## src/rtl/mac_seq_pkg.sv

```systemverilog
// Shared types and defaults for the MAC array tile sequencer.
// mac_seq_state_t : sequencer state encoding
// MAC_SEQ_CNT_W   : default width of the pixel count / active index
package mac_seq_pkg;

   localparam int MAC_SEQ_CNT_W = 16;

   typedef enum logic [2:0] {
      IDLE   = 3'd0,
      WLOAD  = 3'd1,
      STREAM = 3'd2,
      DRAIN  = 3'd3,
      DONE   = 3'd4
   } mac_seq_state_t;

endpackage

```

## src/rtl/mac_sequencer.sv

```systemverilog
// Purpose : sequences one MAC-array tile (weight load, pixel stream, accumulator drain).
// Latency : first accum_out enq OUT_LAT cycles after first ifmap enq; done pulses the cycle after the last drain beat.
// Backpr. : src_valid=0 in an active state freezes state and k and zeroes en and every enq.
//
// Ports:
//   clk, rst_n          clock, asynchronous active-low reset
//   start, npix         tile request and pixel count, sampled only in IDLE
//   src_valid           upstream data available (low = stall)
//   busy, done          status: not IDLE / one-cycle completion pulse
//   en, en_weight00, weight_fifo_enq, ifmap_fifo_enq,
//   accum_in_fifo_enq, accum_out_fifo_enq   MAC array controls
//   stall_cnt           stalled active cycles of the current tile (only with MAC_SEQ_PERF_EN)
//
// Optional feature macro: MAC_SEQ_PERF_EN (adds stall_cnt).
module mac_sequencer
   import mac_seq_pkg::*;
#(
   parameter int IC0     = 2,
   parameter int OC0     = 2,
   parameter int OUT_LAT = 2,
   parameter int CNT_W   = MAC_SEQ_CNT_W
) (
   input  logic             clk,
   input  logic             rst_n,
   input  logic             start,
   input  logic [CNT_W-1:0] npix,
   input  logic             src_valid,
   output logic             busy,
   output logic             done,
   output logic             en,
   output logic             en_weight00,
   output logic             weight_fifo_enq,
   output logic             ifmap_fifo_enq,
   output logic             accum_in_fifo_enq,
   output logic             accum_out_fifo_enq
`ifdef MAC_SEQ_PERF_EN
   ,
   output logic [CNT_W-1:0] stall_cnt
`endif
);

   // k runs one bit wider than npix so npix+OUT_LAT never wraps.
   localparam logic [CNT_W:0] K_ONE     = (CNT_W+1)'(1);
   localparam logic [CNT_W:0] K_WGT_END = (CNT_W+1)'(IC0);
   localparam logic [CNT_W:0] K_LAT     = (CNT_W+1)'(OUT_LAT);
   localparam logic [CNT_W:0] K_OUT_BEG = (CNT_W+1)'(OUT_LAT + 1);

   mac_seq_state_t   state_q, state_d;
   logic [CNT_W:0]   k_q, k_d;
   logic [CNT_W-1:0] npix_q, npix_d;

   logic [CNT_W:0]   npix_ext;
   logic [CNT_W:0]   end_k;
   logic             active;
   logic             go;

   assign npix_ext = {1'b0, npix_q};
   assign end_k    = npix_ext + K_LAT;
   assign active   = (state_q == WLOAD) || (state_q == STREAM) || (state_q == DRAIN);
   assign go       = active && src_valid;

   always_ff @(posedge clk or negedge rst_n) begin
      if (!rst_n) begin
         state_q <= IDLE;
         k_q     <= '0;
         npix_q  <= '0;
      end else begin
         state_q <= state_d;
         k_q     <= k_d;
         npix_q  <= npix_d;
      end
   end

   // Next state: k advances only on non-stalled active cycles.
   always_comb begin
      state_d = state_q;
      k_d     = k_q;
      npix_d  = npix_q;
      case (state_q)
         IDLE: begin
            if (start) begin
               npix_d = npix;
               k_d    = '0;
               state_d = (npix != '0) ? WLOAD : DONE;
            end
         end
         WLOAD: begin
            if (src_valid) begin
               k_d     = k_q + K_ONE;
               state_d = STREAM;
            end
         end
         STREAM: begin
            if (src_valid) begin
               k_d = k_q + K_ONE;
               if (k_q == npix_ext) begin
                  // With no output latency there is nothing left to drain.
                  state_d = (OUT_LAT == 0) ? DONE : DRAIN;
               end
            end
         end
         DRAIN: begin
            if (src_valid) begin
               k_d = k_q + K_ONE;
               if (k_q == end_k) begin
                  state_d = DONE;
               end
            end
         end
         DONE: begin
            state_d = IDLE;
         end
         default: begin
            state_d = IDLE;
         end
      endcase
   end

   // Moore outputs from state and k; src_valid is the only gating input.
   always_comb begin
      busy               = 1'b0;
      done               = 1'b0;
      en                 = 1'b0;
      en_weight00        = 1'b0;
      weight_fifo_enq    = 1'b0;
      ifmap_fifo_enq     = 1'b0;
      accum_in_fifo_enq  = 1'b0;
      accum_out_fifo_enq = 1'b0;

      busy = (state_q != IDLE);
      done = (state_q == DONE);
      if (go) begin
         en                 = 1'b1;
         en_weight00        = (k_q == '0);
         weight_fifo_enq    = (k_q < K_WGT_END);
         ifmap_fifo_enq     = (k_q != '0) && (k_q <= npix_ext);
         accum_in_fifo_enq  = (k_q != '0) && (k_q <= npix_ext);
         accum_out_fifo_enq = (k_q >= K_OUT_BEG) && (k_q <= end_k);
      end
   end

`ifdef MAC_SEQ_PERF_EN
   logic [CNT_W-1:0] stall_q, stall_d;

   always_comb begin
      stall_d = stall_q;
      if ((state_q == IDLE) && start) begin
         stall_d = '0;
      end else if (active && !src_valid && (stall_q != '1)) begin
         stall_d = stall_q + CNT_W'(1);
      end
   end

   always_ff @(posedge clk or negedge rst_n) begin
      if (!rst_n) begin
         stall_q <= '0;
      end else begin
         stall_q <= stall_d;
      end
   end

   assign stall_cnt = stall_q;
`endif

   // Array geometry sanity and output consistency.
   a_geom: assert property (@(posedge clk) disable iff (!rst_n) (IC0 >= 1) && (OC0 >= 1));
   a_w00:  assert property (@(posedge clk) disable iff (!rst_n) en_weight00 |-> (weight_fifo_enq && en));
   a_idle: assert property (@(posedge clk) disable iff (!rst_n) !busy |-> !en);

endmodule

```

## config.mk

```make
export PLATFORM = sky130hd
export DESIGN_NAME = mac_sequencer
export DESIGN_NICKNAME = d
export VERILOG_FILES = /design/src/rtl/mac_seq_pkg.sv /design/src/rtl/mac_sequencer.sv
export SDC_FILE = /design/constraint.sdc
export NUM_CORES = 1
export LEC_CHECK = 0
export CAP_MARGIN = 20
export CORE_ASPECT_RATIO = 0.6
export CORE_MARGIN = 4
export CORE_UTILIZATION = 50
export CTS_CLUSTER_SIZE = 24
export DETAILED_ROUTE_END_ITERATION = 8
export PLACE_DENSITY = 0.72
export RECOVER_POWER = 50
export SYNTH_ARGS = -nofsm -noshare
export SYNTH_HDL_FRONTEND = slang
export SYNTH_SLANG_ARGS = --single-unit
```

## constraint.sdc

```tcl
create_clock -name clk -period 7.8 [get_ports clk]
set_clock_uncertainty 0.2 [all_clocks]
set_input_delay 1.17 -clock clk [delete_from_list [all_inputs] [get_ports clk]]
set_output_delay 1.17 -clock clk [all_outputs]
set_load 0.05 [all_outputs]
```

* Word level (Yosys, flattened, before mapping)
Index checks and enable logic that the tools add are counted.
** Word-level totals
- Output and inout port bits :: 8
- Logic and storage cells :: 53
- Input bits :: 20
- Register bits :: 36
** Operators by class
- Reduce and logical (&&, ||, !) cells :: 15
- Magnitude comparators :: 4
- Muxes and demuxes :: 16
- $add $sub $neg :: 2
- Eq/ne operators :: 13
** Operator list (number)
- two-way mux 17 bit :: 2
- one-hot mux 17 bit (2 select lines) :: 1
- two-way mux 3 bit :: 7
- adder 16 x 2 -> 17 bit (second input constant) :: 1
- adder 17 x 1 -> 17 bit (second input constant) :: 1
- == test 17 x 16 -> 1 bit :: 1
- == test 17 bit :: 1
- greater-or-equal comparator 17 x 2 -> 1 bit (second input constant) :: 1
- less-or-equal comparator 17 x 16 -> 1 bit :: 1
- less-or-equal comparator 17 bit :: 1
- zero test 17 bit :: 1
- < comparator 17 x 2 -> 1 bit (second input constant) :: 1
- nonzero test 17 bit :: 1
- nonzero test 16 bit :: 1
- one-hot mux 3 bit (4 select lines) :: 1
- inequality test 2 bit (second input constant) :: 4
- == test 3 x 2 -> 1 bit (second input constant) :: 2
- inequality test 2 x 1 -> 1 bit (second input constant) :: 3
- AND reduction 6 bit :: 1
- two-way mux 1 bit :: 5
- == test 3 x 1 -> 1 bit (second input constant) :: 1
- == test 3 bit (second input constant) :: 1
- logical AND 1 bit :: 3
- zero test 3 bit :: 1
- other kinds (6) :: 7

* Longest topological paths before layout
Gate-level depths: netlist of the first run.
- Depth in word-level cells :: 5
- Depth in mapped cells :: 11

* Worst setup path before layout of the first run
No wires, ideal clock.
- Path type :: reg2out
- From :: reg npix_q[3]
- To :: out accum_out_fifo_enq
- Stages on the path, launching flop included :: 12
- Data arrival time :: 3466 ps
- Data required time :: 6430 ps
- Slack :: 2964 ps
- Buffers on the path :: 0
- Cell sequence :: dfrtp_1 -> and4_1 -> and3_1 -> and3_1 -> nand2_1 -> xnor2_1 -> ha_1 -> and2_0 -> a221o_1 -> a221oi_1 -> o21ai_0 -> a221oi_1
** Between the ends
- Longest elaborated chain between the ends :: 4
** RTL lines
- start: declaration :: RTL line mac_sequencer.sv:50 : logic [CNT_W-1:0] npix_q, npix_d;
- start signal: assignment :: RTL line mac_sequencer.sv:70 : npix_q <= npix_d;
- adder 16 x 2 -> 17 bit :: RTL line mac_sequencer.sv:58 : assign end_k = npix_ext + K_LAT;
- less-or-equal comparator 17 bit :: RTL line mac_sequencer.sv:138 : accum_out_fifo_enq = (k_q >= K_OUT_BEG) && (k_q <= end_k);
- logical AND 1 bit :: RTL line mac_sequencer.sv:138
- two-way mux 1 bit :: RTL line mac_sequencer.sv:132 : if (go) begin
- end: declaration :: RTL line mac_sequencer.sv:35 : output logic accum_out_fifo_enq
No other way between the ends.

* Worst setup path after layout of the first run
Same ends and word-level chain as after synthesis.

==> results of run 1 <==
worst paths after layout:
kind | from | to | cells after the start
min in group asynchronous | rst_n | state_q[2] | 2
hold / removal | npix_q[0] | npix_q[0] | 2
setup / recovery | npix_q[3] | accum_out_fifo_enq | 12
hold reg to reg | npix_q[0] | npix_q[0] | 2
setup reg to reg | state_q[0] | npix_q[3] | 4
max in group asynchronous | rst_n | k_q[15] | 2
synthesized netlist by cell type (all sizes together):
library cell,instances
a21oi,14
nand4b,4
nor3b,1
o221ai,1
a2111oi,1
nor2b,3
and2,3
clkbuf,4
nand4,6
a31oi,1
or3,5
and4,5
dfrtp,36
a211o,1
o21ai,24
a2111o,2
nor3,11
nand3,13
inv,27
xor2,3
nor2,17
buf,5
o211a,1
a221oi,3
a41oi,1
or3b,1
a221o,1
xnor2,22
o21bai,1
o31ai,3
nor4,9
nand2,36
a21o,5
ha,35
o32ai,1
and3,6
worst max-delay path, cell delays in order (launching register included):
cell	delay, ns
dfrtp_1	0.42
and4_1	0.22
and3_1	0.21
and3_1	0.21
nand2_1	0.08
xnor2_1	0.18
ha_1	0.27
and2_0	0.16
a221o_1	0.30
a221oi_1	0.36
o21ai_0	0.14
a221oi_1	0.30
clkdlybuf4s50_1	0.87
metal layers:
layer  GRT usage, %  routed length [um]  up-vias
met5              0                   0        -
met1           38.8                3750     1095
li1               -                   -     1168
met2           28.9                2570       93
met4           2.10                  14        0
met3           4.03                 622        2
power groups by stage:
stage | sequential (mW) | combinational (mW) | clock [mW]
after floorplan | 0.320 | 0.375 | 0
after global placement | 0.356 | 0.476 | 0
after detailed placement | 0.357 | 0.495 | 0
after CTS | 0.357 | 0.497 | 0.127
after global routing | 0.374 | 0.564 | 0.140
final | 0.361 | 0.500 | 0.125
flip-flops by register name, indices dropped and copies added, names as in the netlist:
| register | cells |
|---|---|
| k_q | 17 |
| npix_q | 16 |
| state_q | 3 |
metrics by stage:
step / hold slack (ns) / utilization (%) / cell area [um^2] / setup WS, ns / power (mW)
after floorplan: 0.249 / - / 2730 / 2.96 / 0.696
after global placement: 0.288 / 58.8 / 3030 / 2.87 / 0.832
after detailed placement: 0.291 / 58.8 / 3030 / 2.77 / 0.852
after CTS: 0.308 / 60.3 / 3110 / 2.43 / 0.981
after global routing: 0.366 / 60.2 / 3100 / 2.28 / 1.08
final: 0.305 / 60.2 / 3100 / 2.42 / 0.986
kinds of logic after synthesis:
logic type               after synthesis  synth area share, %
adder cells (fa/ha/maj)               35                 16.1
AO/OA/AOI/OAI                         60                 13.9
XOR/XNOR                              25                 8.03
AND/OR/NAND/NOR                      120                 23.0
buffers and inverters                 36                 5.92
flip-flops                            36                 33.1
final cells by class:
type,count,area [um^2],share of cell area (%)
multi-input cells,240,1660,53.6
flip-flops and latches,36,901,29.0
repair buffers,29,278,8.95
inverters,27,101,3.27
well taps,66,82.6,2.66
clock buffers,6,72.6,2.34
clock inverters,1,5.00,0.161
==> key figures, run 1 <==
Logic synthesis
  • Mapped Nets: 367
  • Synthesized area: 2730 um^2
  • Seq/Total Area, Yosys: 33.1%
  • Cell taking the most area after synthesis: dfrtp_1
  • Syn. warnings: 0
  • Syn Inst Count: 312
  • Synth unique cells: 40
  • Synth top area cells: dfrtp_1 33%, ha_1 16%, xnor2_1 7.1%
  • Synth top area share: 33.1%
  • #FFs+latches synth: 36
  • Post-Syn Area per Cell: 8.73 um^2

Clock network
  • CTS max path bufs: 2
  • Clock sink total: 36
  • Total CTS buffers: 5
  • CTS clk-pin slew, worst paths: 0.07 ns
  • CTS tree: yes
  • Clk_lat worst skew: 0.28 ns
  • Hold Buf Count CTS: 0
  • Setup Buffers After CTS: 0
  • Root Driver: clkbuf_8
  • Post-cts sizing count: 0
  • H-Tree Level Count: 2

Global route
  • GRT Util Overall: 22.5%
  • First-pass GRT wire length: 11600 um
  • Vias in the first global route: 2267
  • Remaining global-route overflow: 0
  • Initial antenna violation count: 0
  • Largest net degree at the start of global routing: 49

Power and ir drop
  • Net switching power: 454 uW
  • P per Cell Area: 318 nW/um^2
  • Clock power share: 12.7%
  • Combinational Power Share: 50.7%
  • Seq pwr share: 36.6%
  • Total internal power: 532 uW
  • P_leak: 1.36 nW
  • Peak supply drop: 0.175 mV
  • Sw Share: 46.1%

STA
  • Final setup fails: 0
  • Slew HR: -32.3%
  • Max-slew violations: 86
  • Setup TNS: 0 ns
  • Post-route clock period utilization: 69.0%
  • Peak Freq: 186 MHz
  • Measured slew at the worst slew-check pin: 1.98 ns
  • Final Hold Fails: 0
  • Period minus WS final: 5.38 ns
  • RSZ-0062 raised after global routing: no

Route
  • DRC viols: 0
  • Routed WL: 6960 um
  • Vias: 2358
  • DR iter-0 viols: 176
  • Routed len/inst: 17.2 um
  • Vias per inst: 5.82
  • DRT Pass-1 Iters: 5
  • ANT nets after route: 0

Die
  • Horiz. Die Dim: 103 um
  • Core area: 5150 um^2
  • Starting Density: 52.9%
  • Site Rows: 20
  • Die Span Y: 65.2 um
  • I/O pins: 28
  • Die area: 6730 um^2

Worst setup path
  • Startpoint types: flip-flop
  • CP required: 6.43 ns
  • Crit path capture type: primary output
  • Crit Path Category: flip-flop to primary output
  • Crit path DAT: 4.01 ns
  • Critical Path Fanout Max: 5
  • R2R Setup Slk: 4.61 ns

Cells and area
  • Share of cells above drive strength 1: 2.95%
  • Area Growth Syn to Fin: 13.9%
  • FILL cells: 481
  • # diodes: 0
  • # nets final: 394
  • Non-Filler Instances: 405
  • Commonest non-fill, non-tap cells in the layout: 36 x nand2_1, 36 x dfrtp_1, 35 x ha_1

Placed design
  • DP Wirelength: 5450 um
  • GP Congestion: 0.875
  • I/O Buffers: 27
  • DP Cell Count: 398

Flow run
  • Max_cap viols: 2

Run status
  • Status: finished with violations
  • Failing checks: max-capacitance violations, max-slew violations

Worst hold path
  • Min-Delay Path Class: flip-flop to flip-flop
Note: power is estimated with default switching activity, not from simulation.
==> inputs of run 2 (changes only) <==
--- a/config.mk
+++ b/config.mk
@@ -11,7 +11,7 @@
 export CORE_UTILIZATION = 50
 export CTS_CLUSTER_SIZE = 24
 export DETAILED_ROUTE_END_ITERATION = 8
-export PLACE_DENSITY = 0.72
+export PLACE_DENSITY = 0.74
 export RECOVER_POWER = 50
 export SYNTH_ARGS = -nofsm -noshare
 export SYNTH_HDL_FRONTEND = slang
==> constraint.sdc (replaced) <==
create_clock -name clk -period 4.66 [get_ports clk]
set_clock_uncertainty 0.2 [all_clocks]
set_input_delay 0.699 -clock clk [delete_from_list [all_inputs] [get_ports clk]]
set_output_delay 0.699 -clock clk [all_outputs]
set_load 0.05 [all_outputs]
==> run 2 against run 1 <==
Effect of this change: the run still ends with max-capacitance violations, max-slew violations left; global-route usage fell by 0.10 points; worst hold slack improved by 0.015 ns; die area did not move; first-iteration DRC count fell by 19%; sequential cell count did not move; cell count rose by 0.74%; sequential power rose by 62%; clock-buffer cell count rose by 2; power rose by 71%; combinational power rose by 74%; largest cell class unchanged.
==> key figures, run 2 (synthesized netlist as in run 1, its figures left out) <==
Die
  • Die Span Y: 65.2 um
  • Die area: 6730 um^2
  • Starting Density: 52.9%
  • Horiz. Die Dim: 103 um
  • Core area: 5150 um^2
  • I/O pins: 28
  • Site Rows: 20

Worst setup path
  • Critical Path Fanout Max: 5
  • Crit path capture type: primary output
  • CP required: 3.76 ns
  • Crit path DAT: 3.42 ns
  • Startpoint types: flip-flop
  • Crit Path Category: flip-flop to primary output

Cells and area
  • Commonest non-fill, non-tap cells in the layout: 36 x nand2_1, 36 x dfrtp_1, 35 x ha_1
  • Multi-input gate area: 1660 um^2
  • Largest regs: k_q x17, npix_q x16, state_q x3
  • FF+latch area: 901 um^2
  • # diodes: 0
  • Non-Filler Instances: 408
  • Max FFs per register: 17
  • Layout Utilization: 60.7%
  • FILL cells: 463
  • Area Growth Syn to Fin: 14.8%
  • Register bank with the most flops: k_q
  • Share of cells above drive strength 1: 3.80%
  • # nets final: 396

STA
  • Peak Freq: 231 MHz
  • Hold slack: 0.320 ns
  • Final setup fails: 0
  • Period minus WS final: 4.32 ns
  • Setup TNS: 0 ns
  • Slew HR: -28.6%
  • Max-slew violations: 86
  • Post-route clock period utilization: 92.7%
  • RSZ-0062 raised after global routing: no
  • Measured slew at the worst slew-check pin: 1.93 ns
  • Final Hold Fails: 0

Global route
  • Initial antenna violation count: 0
  • Vias in the first global route: 2218
  • Busiest layer in global routing: met1
  • First-pass GRT wire length: 11500 um
  • GR Util met3: 5.30%
  • Met2 Use GR: 29.1%
  • GRT Util Overall: 22.4%
  • Met1 GRT Util: 36.8%
  • Remaining global-route overflow: 0
  • Largest net degree at the start of global routing: 49

Placed design
  • DP Cell Count: 400
  • DP Wirelength: 5380 um
  • I/O Buffers: 27
  • GP Congestion: 0.891

Clock network
  • Hold Buf Count CTS: 0
  • Clock sink total: 36
  • Total CTS buffers: 5
  • H-Tree Level Count: 2
  • Clk_lat worst skew: 0.29 ns
  • Root Driver: clkbuf_8
  • Post-cts sizing count: 0
  • CTS max path bufs: 2
  • CTS tree: yes
  • Setup Buffers After CTS: 0
  • CTS clk-pin slew, worst paths: 0.07 ns

Power and ir drop
  • Net switching power: 769 uW
  • Total internal power: 919 uW
  • Peak supply drop: 0.307 mV
  • Final total power: 1.69 mW
  • P per Cell Area: 540 nW/um^2
  • Clock power share: 13.9%
  • Sw Share: 45.6%
  • P_leak: 1.38 nW
  • Seq pwr share: 34.7%
  • Combinational Power Share: 51.4%

Route
  • Routed len/inst: 17.0 um
  • Routed WL: 6950 um
  • ANT nets after route: 0
  • DRT Pass-1 Iters: 5
  • Vias: 2411
  • Vias per inst: 5.91
  • DRC viols: 0
  • DR iter-0 viols: 143

Flow run
  • Max_cap viols: 2

Run status
  • Status: finished with violations
  • Failing checks: max-capacitance violations, max-slew violations

Worst hold path
  • Min-Delay Path Class: flip-flop to flip-flop
-- run 2: changes by cell type in the layout (fill, tap and decap cells not counted), sizes merged --
| cell | before | now |
|---|---|---|
| buf | 0 | 3 |
| clkbuf | 8 | 10 |
| clkinv | 1 | 0 |
| dlygate4sd3 | 2 | 1 |
-- run 2: worst paths after layout --
kind                           start                  to  slack, ns  cells after the start
setup / recovery           npix_q[3]  accum_out_fifo_enq       0.34                     12
hold / removal             npix_q[0]           npix_q[0]       0.32                      2
setup reg to reg           npix_q[1]          state_q[0]       1.50                     11
hold reg to reg            npix_q[0]           npix_q[0]       0.32                      2
max in group asynchronous      rst_n             k_q[16]       1.87                      2
min in group asynchronous      rst_n           npix_q[2]       1.28                      2
-- run 2: critical path: stages (launching register included) --
cell and delay (ns):
dfrtp_1 0.42, and4_1 0.21, and3_1 0.20, and3_1 0.21, nand2_1 0.08, xnor2_1 0.22, ha_1 0.28, and2_0 0.15
a221o_1 0.29, a221oi_1 0.33, o21ai_0 0.17, a221oi_1 0.32, buf_4 0.25
-- run 2: per-stage QoR --
step	area (um^2)	worst slack, ns
after global routing	3130	0.142
final	3130	0.338
after floorplan	2730	0.295
after CTS	3140	0.355
after detailed placement	3050	0.712
after global placement	3050	0.800
-- run 2: per-layer routing --
metal	wire length, um	part of all wire [%]
met2	2570	37
met4	55	0.79
met5	0	0
met3	705	10
met1	3630	52
-- run 2: power groups by stage --
| stage | Clock [mW] | Combinational (mW) | Sequential (mW) |
|---|---|---|---|
| finish | 0.235 | 0.868 | 0.585 |
| global route | 0.254 | 0.979 | 0.602 |
| CTS | 0.236 | 0.859 | 0.579 |
| detailed placement | 0 | 0.850 | 0.579 |
| global placement | 0 | 0.816 | 0.580 |
| floorplan | 0 | 0.628 | 0.536 |
-- run 2: layout make-up --
| cell class | instances | share of cell area, % |
|---|---|---|
| clock buffers | 8 | 2.88 |
| flip-flops and latches | 36 | 28.8 |
| multi-input cells | 240 | 53.2 |
| repair buffers | 31 | 9.28 |
| well taps | 66 | 2.64 |
| inverters | 27 | 3.24 |
